**src/rtl/mem_stage_lsu_pkg.sv**
```systemverilog
// Shared RV32I memory-access types for the MEM-stage load/store unit.
package mem_stage_lsu_pkg;

  typedef logic [31:0] rv32i_word;
  typedef logic [3:0]  rv32i_mem_wmask;

  typedef enum logic [2:0] {
    lb  = 3'b000,
    lh  = 3'b001,
    lw  = 3'b010,
    lbu = 3'b100,
    lhu = 3'b101
  } load_funct3_t;

  typedef enum logic [2:0] {
    sb = 3'b000,
    sh = 3'b001,
    sw = 3'b010
  } store_funct3_t;

  typedef enum logic [1:0] {LSU_IDLE, LSU_BUSY, LSU_DONE} lsu_state_t;

  typedef enum logic [2:0] {
    ERR_NONE, ERR_MISALIGN, ERR_ILLEGAL, ERR_CONFLICT, ERR_TIMEOUT
  } lsu_err_t;

  typedef struct packed {
    logic [2:0] funct3;
    logic [1:0] offset;
  } lsu_req_t;

endpackage

```
**src/rtl/mem_stage_lsu_align.sv**
```systemverilog
// Byte-lane formatting and legality for RV32I loads/stores; purely combinational.
// Latency: 0 cycles; backpressure: none (no state).
module mem_stage_lsu_align
  import mem_stage_lsu_pkg::*;
(
  input  logic        store,
  input  logic [2:0]  funct3,
  input  logic [1:0]  offset,
  input  logic [31:0] wdata,
  input  logic [31:0] rdata,
  output logic [3:0]  mask,
  output logic [31:0] store_data,
  output logic [31:0] load_data,
  output logic        legal,
  output logic        misalign
);

  rv32i_word shifted;
  logic      bad_f3;

  assign shifted = rdata >> {offset, 3'b000};

  always_comb begin
    mask       = '0;
    store_data = wdata;
    load_data  = shifted;
    bad_f3     = 1'b0;
    misalign   = 1'b0;
    if (store) begin
      case (store_funct3_t'(funct3))
        sb: begin
          mask       = 4'b0001 << offset;
          store_data = {4{wdata[7:0]}};
        end
        sh: begin
          mask       = 4'b0011 << {offset[1], 1'b0};
          store_data = {2{wdata[15:0]}};
          misalign   = offset[0];
        end
        sw: begin
          mask     = 4'b1111;
          misalign = |offset;
        end
        default: bad_f3 = 1'b1;
      endcase
    end else begin
      mask = 4'b1111;
      case (load_funct3_t'(funct3))
        lb:  load_data = {{24{shifted[7]}}, shifted[7:0]};
        lbu: load_data = {24'b0, shifted[7:0]};
        lh: begin
          load_data = {{16{shifted[15]}}, shifted[15:0]};
          misalign  = offset[0];
        end
        lhu: begin
          load_data = {16'b0, shifted[15:0]};
          misalign  = offset[0];
        end
        lw: begin
          load_data = rdata;
          misalign  = |offset;
        end
        default: bad_f3 = 1'b1;
      endcase
    end
  end

  assign legal = !bad_f3 && !misalign;

endmodule

```
**src/rtl/mem_stage_lsu.sv**
```systemverilog
// MEM-stage load/store unit: dmem request/response FSM with a response watchdog.
// Latency: >=3 cycles accept-to-done; backpressure: stall_o holds upstream until DONE.
module mem_stage_lsu
  import mem_stage_lsu_pkg::*;
#(
  parameter int TIMEOUT = 64,
  parameter int CNT_W   = 8
) (
  input  logic        clk,
  input  logic        rst_n,
  input  logic        valid_i,
  input  logic        mem_read_i,
  input  logic        mem_write_i,
  input  logic [2:0]  funct3_i,
  input  logic [31:0] addr_i,
  input  logic [31:0] wdata_i,
  output logic        stall_o,
  output logic        done_o,
  output logic [31:0] load_data_o,
  output logic        err_o,
  output logic        dmem_read,
  output logic        dmem_write,
  output logic [31:0] dmem_address,
  output logic [31:0] dmem_wdata,
  output logic [3:0]  dmem_byte_enable,
  input  logic        dmem_resp,
  input  logic [31:0] dmem_rdata
);

  localparam logic [CNT_W-1:0] CNT_LAST = CNT_W'((TIMEOUT > 0) ? TIMEOUT - 1 : 0);

  lsu_state_t       state;
  lsu_req_t         req;
  lsu_err_t         err_kind;
  logic [CNT_W-1:0] cnt;

  logic           mem_op, busy, conflict;
  logic           a_store, a_legal, a_misalign;
  logic [2:0]     a_f3;
  logic [1:0]     a_off;
  rv32i_mem_wmask a_mask;
  rv32i_word      a_sdata, a_ldata;

  assign mem_op   = valid_i & (mem_read_i | mem_write_i);
  assign busy     = (state == LSU_BUSY);
  assign conflict = mem_read_i & mem_write_i;
  assign stall_o  = ((state == LSU_IDLE) && mem_op) || busy;
  assign err_o    = (err_kind != ERR_NONE);

  // Legality is judged on live inputs in IDLE; load formatting uses the latched request.
  assign a_store = busy ? dmem_write   : mem_write_i;
  assign a_f3    = busy ? req.funct3   : funct3_i;
  assign a_off   = busy ? req.offset   : addr_i[1:0];

  mem_stage_lsu_align u_align (
    .store      (a_store),
    .funct3     (a_f3),
    .offset     (a_off),
    .wdata      (wdata_i),
    .rdata      (dmem_rdata),
    .mask       (a_mask),
    .store_data (a_sdata),
    .load_data  (a_ldata),
    .legal      (a_legal),
    .misalign   (a_misalign)
  );

  always_ff @(posedge clk or negedge rst_n) begin
    if (!rst_n) begin
      state            <= LSU_IDLE;
      req              <= '0;
      cnt              <= '0;
      err_kind         <= ERR_NONE;
      dmem_read        <= 1'b0;
      dmem_write       <= 1'b0;
      dmem_address     <= '0;
      dmem_wdata       <= '0;
      dmem_byte_enable <= '0;
      done_o           <= 1'b0;
      load_data_o      <= '0;
    end else begin
      done_o   <= 1'b0;
      err_kind <= ERR_NONE;
      case (state)
        LSU_IDLE: begin
          if (mem_op) begin
            if (conflict || !a_legal) begin
              err_kind <= conflict ? ERR_CONFLICT : (a_misalign ? ERR_MISALIGN : ERR_ILLEGAL);
              done_o   <= 1'b1;
              state    <= LSU_DONE;
            end else begin
              req              <= '{funct3: funct3_i, offset: addr_i[1:0]};
              dmem_read        <= mem_read_i;
              dmem_write       <= mem_write_i;
              dmem_address     <= {addr_i[31:2], 2'b00};
              dmem_wdata       <= a_sdata;
              dmem_byte_enable <= a_mask;
              cnt              <= '0;
              state            <= LSU_BUSY;
            end
          end
        end
        LSU_BUSY: begin
          if (dmem_resp) begin
            dmem_read  <= 1'b0;
            dmem_write <= 1'b0;
            if (dmem_read) load_data_o <= a_ldata;
            done_o     <= 1'b1;
            state      <= LSU_DONE;
          end else if (TIMEOUT != 0 && cnt == CNT_LAST) begin
            dmem_read   <= 1'b0;
            dmem_write  <= 1'b0;
            load_data_o <= '0;
            err_kind    <= ERR_TIMEOUT;
            done_o      <= 1'b1;
            state       <= LSU_DONE;
          end else begin
            cnt <= cnt + 1'b1;
          end
        end
        LSU_DONE: state <= LSU_IDLE;
        default:  state <= LSU_IDLE;
      endcase
    end
  end

endmodule

```
**config.mk**
```make
export PLATFORM = sky130hd
export DESIGN_NAME = mem_stage_lsu
export DESIGN_NICKNAME = d
export VERILOG_FILES = /design/src/rtl/mem_stage_lsu_pkg.sv /design/src/rtl/mem_stage_lsu_align.sv /design/src/rtl/mem_stage_lsu.sv
export SDC_FILE = /design/constraint.sdc
export NUM_CORES = 1
export LEC_CHECK = 0
export BUFFER_PORTS_ARGS = -buffer_cell sky130_fd_sc_hd__buf_2
export CAP_MARGIN = 20
export CORE_ASPECT_RATIO = 0.7
export CORE_UTILIZATION = 51
export DETAILED_ROUTE_END_ITERATION = 7
export GPL_TIMING_DRIVEN = 0
export PLACE_DENSITY = 0.81
export SLEW_MARGIN = 20
export SYNTH_ARGS = -nofsm -noshare
export SYNTH_HDL_FRONTEND = slang
export SYNTH_SLANG_ARGS = --single-unit
```
**constraint.sdc**
```tcl
create_clock -name clk -period 2.95 [get_ports clk]
set_clock_uncertainty 0.15 [all_clocks]
set_input_delay 0.4425 -clock clk [delete_from_list [all_inputs] [get_ports clk]]
set_output_delay 0.4425 -clock clk [all_outputs]
set_load 0.02 [all_outputs]
```
### Yosys cells after proc, flatten, opt, wreduce, memory -nomap -nowiden

Index checks and enable logic that the tools add are counted.

* shifts and indexed selects: 3
* muxes and demuxes: 48
* divide/modulo/power cells: 0
* reduce and logical (&&, ||, !) cells: 21
* bitwise operators: 4
* eq/ne operators: 12
* add/sub/neg operators: 1
* $lt $le $gt $ge: 0
* multipliers: 0

Operator list (count)
* two-way mux 32 bit: 5
* case mux 32 bit (5 select lines): 1
* case mux 32 bit (2 select lines): 1
* two-way mux 8 bit: 4
* >> shifter 32 x 5 -> 32 bit: 1
* two-way mux 2 bit: 9
* case mux 8 bit (2 select lines): 1
* two-way mux 1 bit: 15
* case mux 4 bit (3 select lines): 1
* inequality test 2 bit (second input constant): 5
* case mux 1 bit (2 select lines): 5
* two-way mux 3 bit: 3
* adder 8 x 1 -> 8 bit (second input constant): 1
* == test 8 x 6 -> 1 bit (second input constant): 1
* == test 3 bit (second input constant): 2
* case mux 3 bit (2 select lines): 1
* AND reduction 3 bit: 2
* AND reduction 5 bit: 1
* OR reduction 5 bit: 1
* two-way mux 4 bit: 1
* case mux 2 bit (2 select lines): 1
* AND reduction 4 bit: 1
* nonzero test 2 bit: 2
* OR reduction 2 bit: 2
* other kinds (17): 22

* memories kept: 0
* flip-flop bits (word level): 119
* bits in writable memories: 0
* bits of input ports: 105
* output and inout port bits: 105
* bits in latches: 0
* word-level logic and storage cells: 101
* ROM bits: 0

### Longest topological paths before layout

* depth after elaboration: 13
* mapped depth: 9
* gate-level depth less buffers: 7

### Modules after synthesis

A second synthesis with hierarchy kept.

* cell total of the unflattened synthesis: 769
* area, all modules: 6473.7 µm²

By module, submodules not included
* mem_stage_lsu: seq. area each 2977.9 µm², times used 1, area an instance 4962.3 µm², cells an instance 549
* mem_stage_lsu_align: seq. area each 0.0 µm², times used 1, area an instance 1511.4 µm², cells an instance 220

### Least setup slack after synthesis

OpenSTA, ideal clock, no wires.

* path type: reg2reg
* start: reg state[1]
* end: reg dmem_wdata[5]
* buffers on the path: 2
* path slack: 0.466 ns
* period minus slack after synthesis: 2.484 ns
* required time: 2.675 ns
* arrival: 2.208 ns
* setup time: 0.125 ns
* stages on the path, launching flop included: 9
* cells stage by stage: dfrtp_1 -> or4b_4 -> o31ai_4 -> o211a_4 -> nand3_4 -> or2_1 -> buf_6 -> buf_6 -> mux2_4

* cells in the longest elaborated chain, start to end: 12
* elaborated cells on any way between the ends: 28
* classes of those cells: 5 x eq/ne; 10 x mux; 1 x bitwise; 12 x reduce/logical

Ends and longest elaborated chain
* start: declaration: line mem_stage_lsu.sv:32 `lsu_state_t state;`
* start signal: assignment: line mem_stage_lsu.sv:70 `state <= LSU_IDLE;`
* start signal: assignment: line mem_stage_lsu.sv:90 `state <= LSU_DONE;`
* start signal: assignment: line mem_stage_lsu.sv:99 `state <= LSU_BUSY;`
* == test 2 x 1 -> 1 bit: line mem_stage_lsu.sv:45 `assign busy = (state == LSU_BUSY);`
* two-way mux 3 bit: line mem_stage_lsu.sv:52 `assign a_f3 = busy ? req.funct3 : funct3_i;`
* == test 3 x 1 -> 1 bit, or another cell as far along: line mem_stage_lsu_align.sv:30, mem_stage_lsu_align.sv:48
* OR reduction 2 bit (no line), or another cell as far along
* case mux 1 bit (2 select lines), or another cell as far along: line mem_stage_lsu_align.sv:48 `case (load_funct3_t'(funct3))`
* two-way mux 1 bit: line mem_stage_lsu_align.sv:29 `if (store) begin`
* logical NOT 1 bit: line mem_stage_lsu_align.sv:68 `assign legal = !bad_f3 && !misalign;`
* logical AND 1 bit: line mem_stage_lsu_align.sv:68
* logical NOT 1 bit: line mem_stage_lsu.sv:87 `if (conflict || !a_legal) begin`
* logical OR 1 bit: line mem_stage_lsu.sv:87
* NOT 1 bit (no line)
* AND reduction 3 bit (no line)
* end signal: assignment: line mem_stage_lsu.sv:96 `dmem_wdata <= a_sdata;`
* end: declaration: line mem_stage_lsu.sv:24 `output logic [31:0] dmem_wdata,`

Parallel ways exist; a longest one is shown, timed or not.
A chain may end at the register's enable or synchronous reset.

### Worst setup path after layout

* start: reg state[1]
* end: reg cnt[1]

* cells in the longest elaborated chain, start to end: 12
* elaborated cells on any way between the ends: 32
* classes of those cells: 9 x eq/ne; 10 x mux; 13 x reduce/logical

Ends and longest elaborated chain
* == test 2 x 1 -> 1 bit: line mem_stage_lsu.sv:45, mem_stage_lsu.sv:84
* two-way mux 3 bit: line mem_stage_lsu.sv:52
* == test 3 x 1 -> 1 bit, or another cell as far along: line mem_stage_lsu_align.sv:30, mem_stage_lsu_align.sv:48
* OR reduction 2 bit (no line), or another cell as far along
* case mux 1 bit (2 select lines), or another cell as far along: line mem_stage_lsu_align.sv:48
* two-way mux 1 bit: line mem_stage_lsu_align.sv:29
* logical NOT 1 bit: line mem_stage_lsu_align.sv:68
* logical AND 1 bit: line mem_stage_lsu_align.sv:68
* logical NOT 1 bit: line mem_stage_lsu.sv:87
* logical OR 1 bit: line mem_stage_lsu.sv:87
* inequality test 2 bit (no line)
* AND reduction 5 bit (no line)
* end signal: assignment: line mem_stage_lsu.sv:118 `cnt <= cnt + 1'b1;`
* end: declaration: line mem_stage_lsu.sv:35 `logic [CNT_W-1:0] cnt;`

Parallel ways exist; a longest one is shown, timed or not.

==> results.yml <==
timing:
  hold_viol_final: 0
  final-max-slew-violation-count: 0
  fin_crit_sh_pct: 99.19
  fmax_ghz: 0.3418
  max_slew_margin_pct: 43.76
  timing.setup.tns_ps: 0
  tightest_slew_ps: 839.9
  period_minus_slack_ps: 2926
  setup_viol: 0
  setup_slack_ps: 23.93
  rsz0062_at_grt: "true"
cts:
  ctsRootBufferMaster: "clkbuf_16"
  cts_made_buffers: 17
  cts_tree: "yes"
  clkSinkCount: 119
  worstSkewPairLatency_ps: 410
  h-tree-depth: 4
  clk_path_buf_depth: 2
  clkTransAtPathRegs_ps: 60
worst_hold_path:
  hold_class: "input port to flip-flop"
  min_path_cells: 2
  min_to: "dmem_address[16]$_DFFE_PN0P_"
  min_from: "addr_i[16]"
floorplan:
  num_rows: 32
  die_w_um: 132.4
  start_util_pct: 53.73
  chipHeight_um: 93.26
  die_area_um2: 12340
  ios: 210
  core_um2: 11290
status:
  status: "complete, no violations"
setup_path:
  path_cells: "nand2b_1 > buf_4 > a31oi_1 > nand3_1 > a311oi_4 > buf_4 > nand2b_2 > mux2i_1"
  worstPathRequired_ps: 3130
  endpoint_kind: "flip-flop"
  critPathBufInv: 2
  arrival_ps: 3100
  rr_startpoint: "state[1]$_DFFE_PN0P_"
  regToRegSetupSlack_ps: 20
  critPathMaxFanout: 10
  critical_path_class: "flip-flop to flip-flop"
  reg2regPathDepth: 8
  cpMostUsedCell: "buf_4"
  critPathLaunchType: "flip-flop"
  cp_top_family: "compound AO/OA/AOI/OAI gates"
  crit_path_max_incr_delay_ps: 500
  timing.rr.end: "cnt[1]$_DFFE_PN0P_"
  slowest_stage: "a311oi_4"
placed_design:
  placed_cell_area_um2: 7332
  place_congestion: 0.9364
  dpl_worst_slack_ps: -37.00
  io_buffers: 207
  hpwl_um: 14210
drt:
  ant_nets: 0
  drc: 0
  drt-initial-drc-count: 625
  wl_per_cell_um: 20.32
  drt-pass1-iter-count: 6
  vias: 5979
  via_per_inst: 6.158
  wirelength_um: 19730
global_routing:
  grt.overflow.total: 0
  antenna_found_initial: 0
  grt_max_degree: 62
  grt_pass1_wl_um: 30460
  grt_pass1_vias: 5723
  track_usage_pct: 32.33
synth:
  ys.flop_type: "dfrtp_1"
  ys_seq_elements: 119
  postSynthCellCount: 574
  synthArstFlopShare_pct: 100.0
  synth_cell_types: 58
  syn_area_per_cell_um2: 10.57
  synth_warnings: 0
  syn-cell-area_um2: 6067
  ys_seq_area_share_pct: 49.08
  synth-edff-count: 0
final_layout:
  stdcell_area_um2: 8030
  multi_input_area_um2: 2878
  fin_util_pct: 71.12
  ff_latch_area_um2: 2980
  final_nets: 911
  diodes: 0
  area_growth_pct: 32.36
  drive_above_1_share_pct: 40.46
  final_cell_mix: "buf_2, dfrtp_1, o21ai_0"
  final_common_cell: "buf_2"
  fill_cells: 838
flow_run:
  maxCapViolations: 0
pwr:
  powerDensity_nw_per_um2: 1141
  leakage_nw: 3.935
  vdd_drop_max_v: 0.0006302
## repair_timing
item,in CTS,in global routing
pin swaps,0,1
buffers inserted,0,2
endpoints found under the hold margin,58,0
endpoints found under the setup margin,32,92
gates resized for setup,1,12
hold buffers,1,0
## cell families after synthesis
logic type	after synthesis	synth area share, %
AO/OA/AOI/OAI	210	21.98
adder cells (fa/ha/maj)	2	0.3712
buffers and inverters	49	3.939
flip-flops	119	49.08
multiplexers	78	14.21
other	1	0.06181
AND/OR/NAND/NOR	115	10.35
## power by group
group          internal (mW)  switching [mW]  total [mW]
combinational           1.57            2.53        4.09
clock                   1.50           0.774        2.27
sequential              2.35           0.452        2.80
## registers in the layout, summed over array words and instances, names as in the netlist
register          flops
dmem_wdata           32
load_data_o          32
dmem_address         30
cnt                   8
req                   5
dmem_byte_enable      4
err_kind              3
state                 2
dmem_read             1
dmem_write            1
done_o                1
## through the flow
stage	instances	total power, mW	hold WS (ps)
after floorplan	575	5.367	-3.091
after global placement	935	6.643	305.8
after detailed placement	936	6.771	299.8
after CTS	969	9.078	103.9
after global routing	971	9.580	101.2
final	971	9.162	110.0
## layer usage
layer	wire length (um)	share of wire [%]	track usage [%]
met1	8346	42	45.10
met2	8842	45	48.55
met3	2181	11	9.051
met4	361	1.8	10.92
met5	0	0	0
## how the worst max path moves through the flow
stage                               startpoint                     endpoint  slack [ps]  cells past startpoint
after floorplan           state[1]$_DFFE_PN0P_    dmem_wdata[5]$_DFFE_PN0P_         470                      8
after global placement                   rst_n    dmem_wdata[0]$_DFFE_PN0P_        -160                      1
after detailed placement  state[0]$_DFFE_PN0P_  dmem_address[9]$_DFFE_PN0P_         -40                      8
after CTS                 state[1]$_DFFE_PN0P_           cnt[1]$_DFFE_PN0P_          -9                      8
after global routing      state[1]$_DFFE_PN0P_           cnt[1]$_DFFE_PN0P_         -30                      8
final                     state[1]$_DFFE_PN0P_           cnt[1]$_DFFE_PN0P_          20                      8
## Yosys cell counts, types with 3 or more instances
library cell	number	share of area (%)
nand4_1	4	0.41
o2bb2ai_1	6	0.87
and3_1	9	0.93
mux2_2	45	8.4
a31oi_1	3	0.31
mux2i_1	28	4.6
a32o_1	8	1.3
buf_2	11	0.91
nand2_1	39	2.4
or3_1	5	0.52
dfrtp_1	119	49
nand3_1	28	2.3
clkbuf_1	24	1.5
a221o_1	16	2.6
inv_1	5	0.31
o31ai_1	5	0.62
a21oi_1	62	5.1
nor2_1	7	0.43
a21o_1	13	1.6
o21ai_0	79	6.5
mux2_4	5	1.2
buf_4	7	0.87
## cell type report
cell class,instances,area share (%)
timing repair buffer,211,13.63
multi-input combinational,407,35.84
buffer,44,2.867
sequential,119,37.11
tap,153,2.384
clock inverter,13,2.540
clock buffer,19,5.391
inverter,5,0.2337
Power figures use the tool's default switching activity.
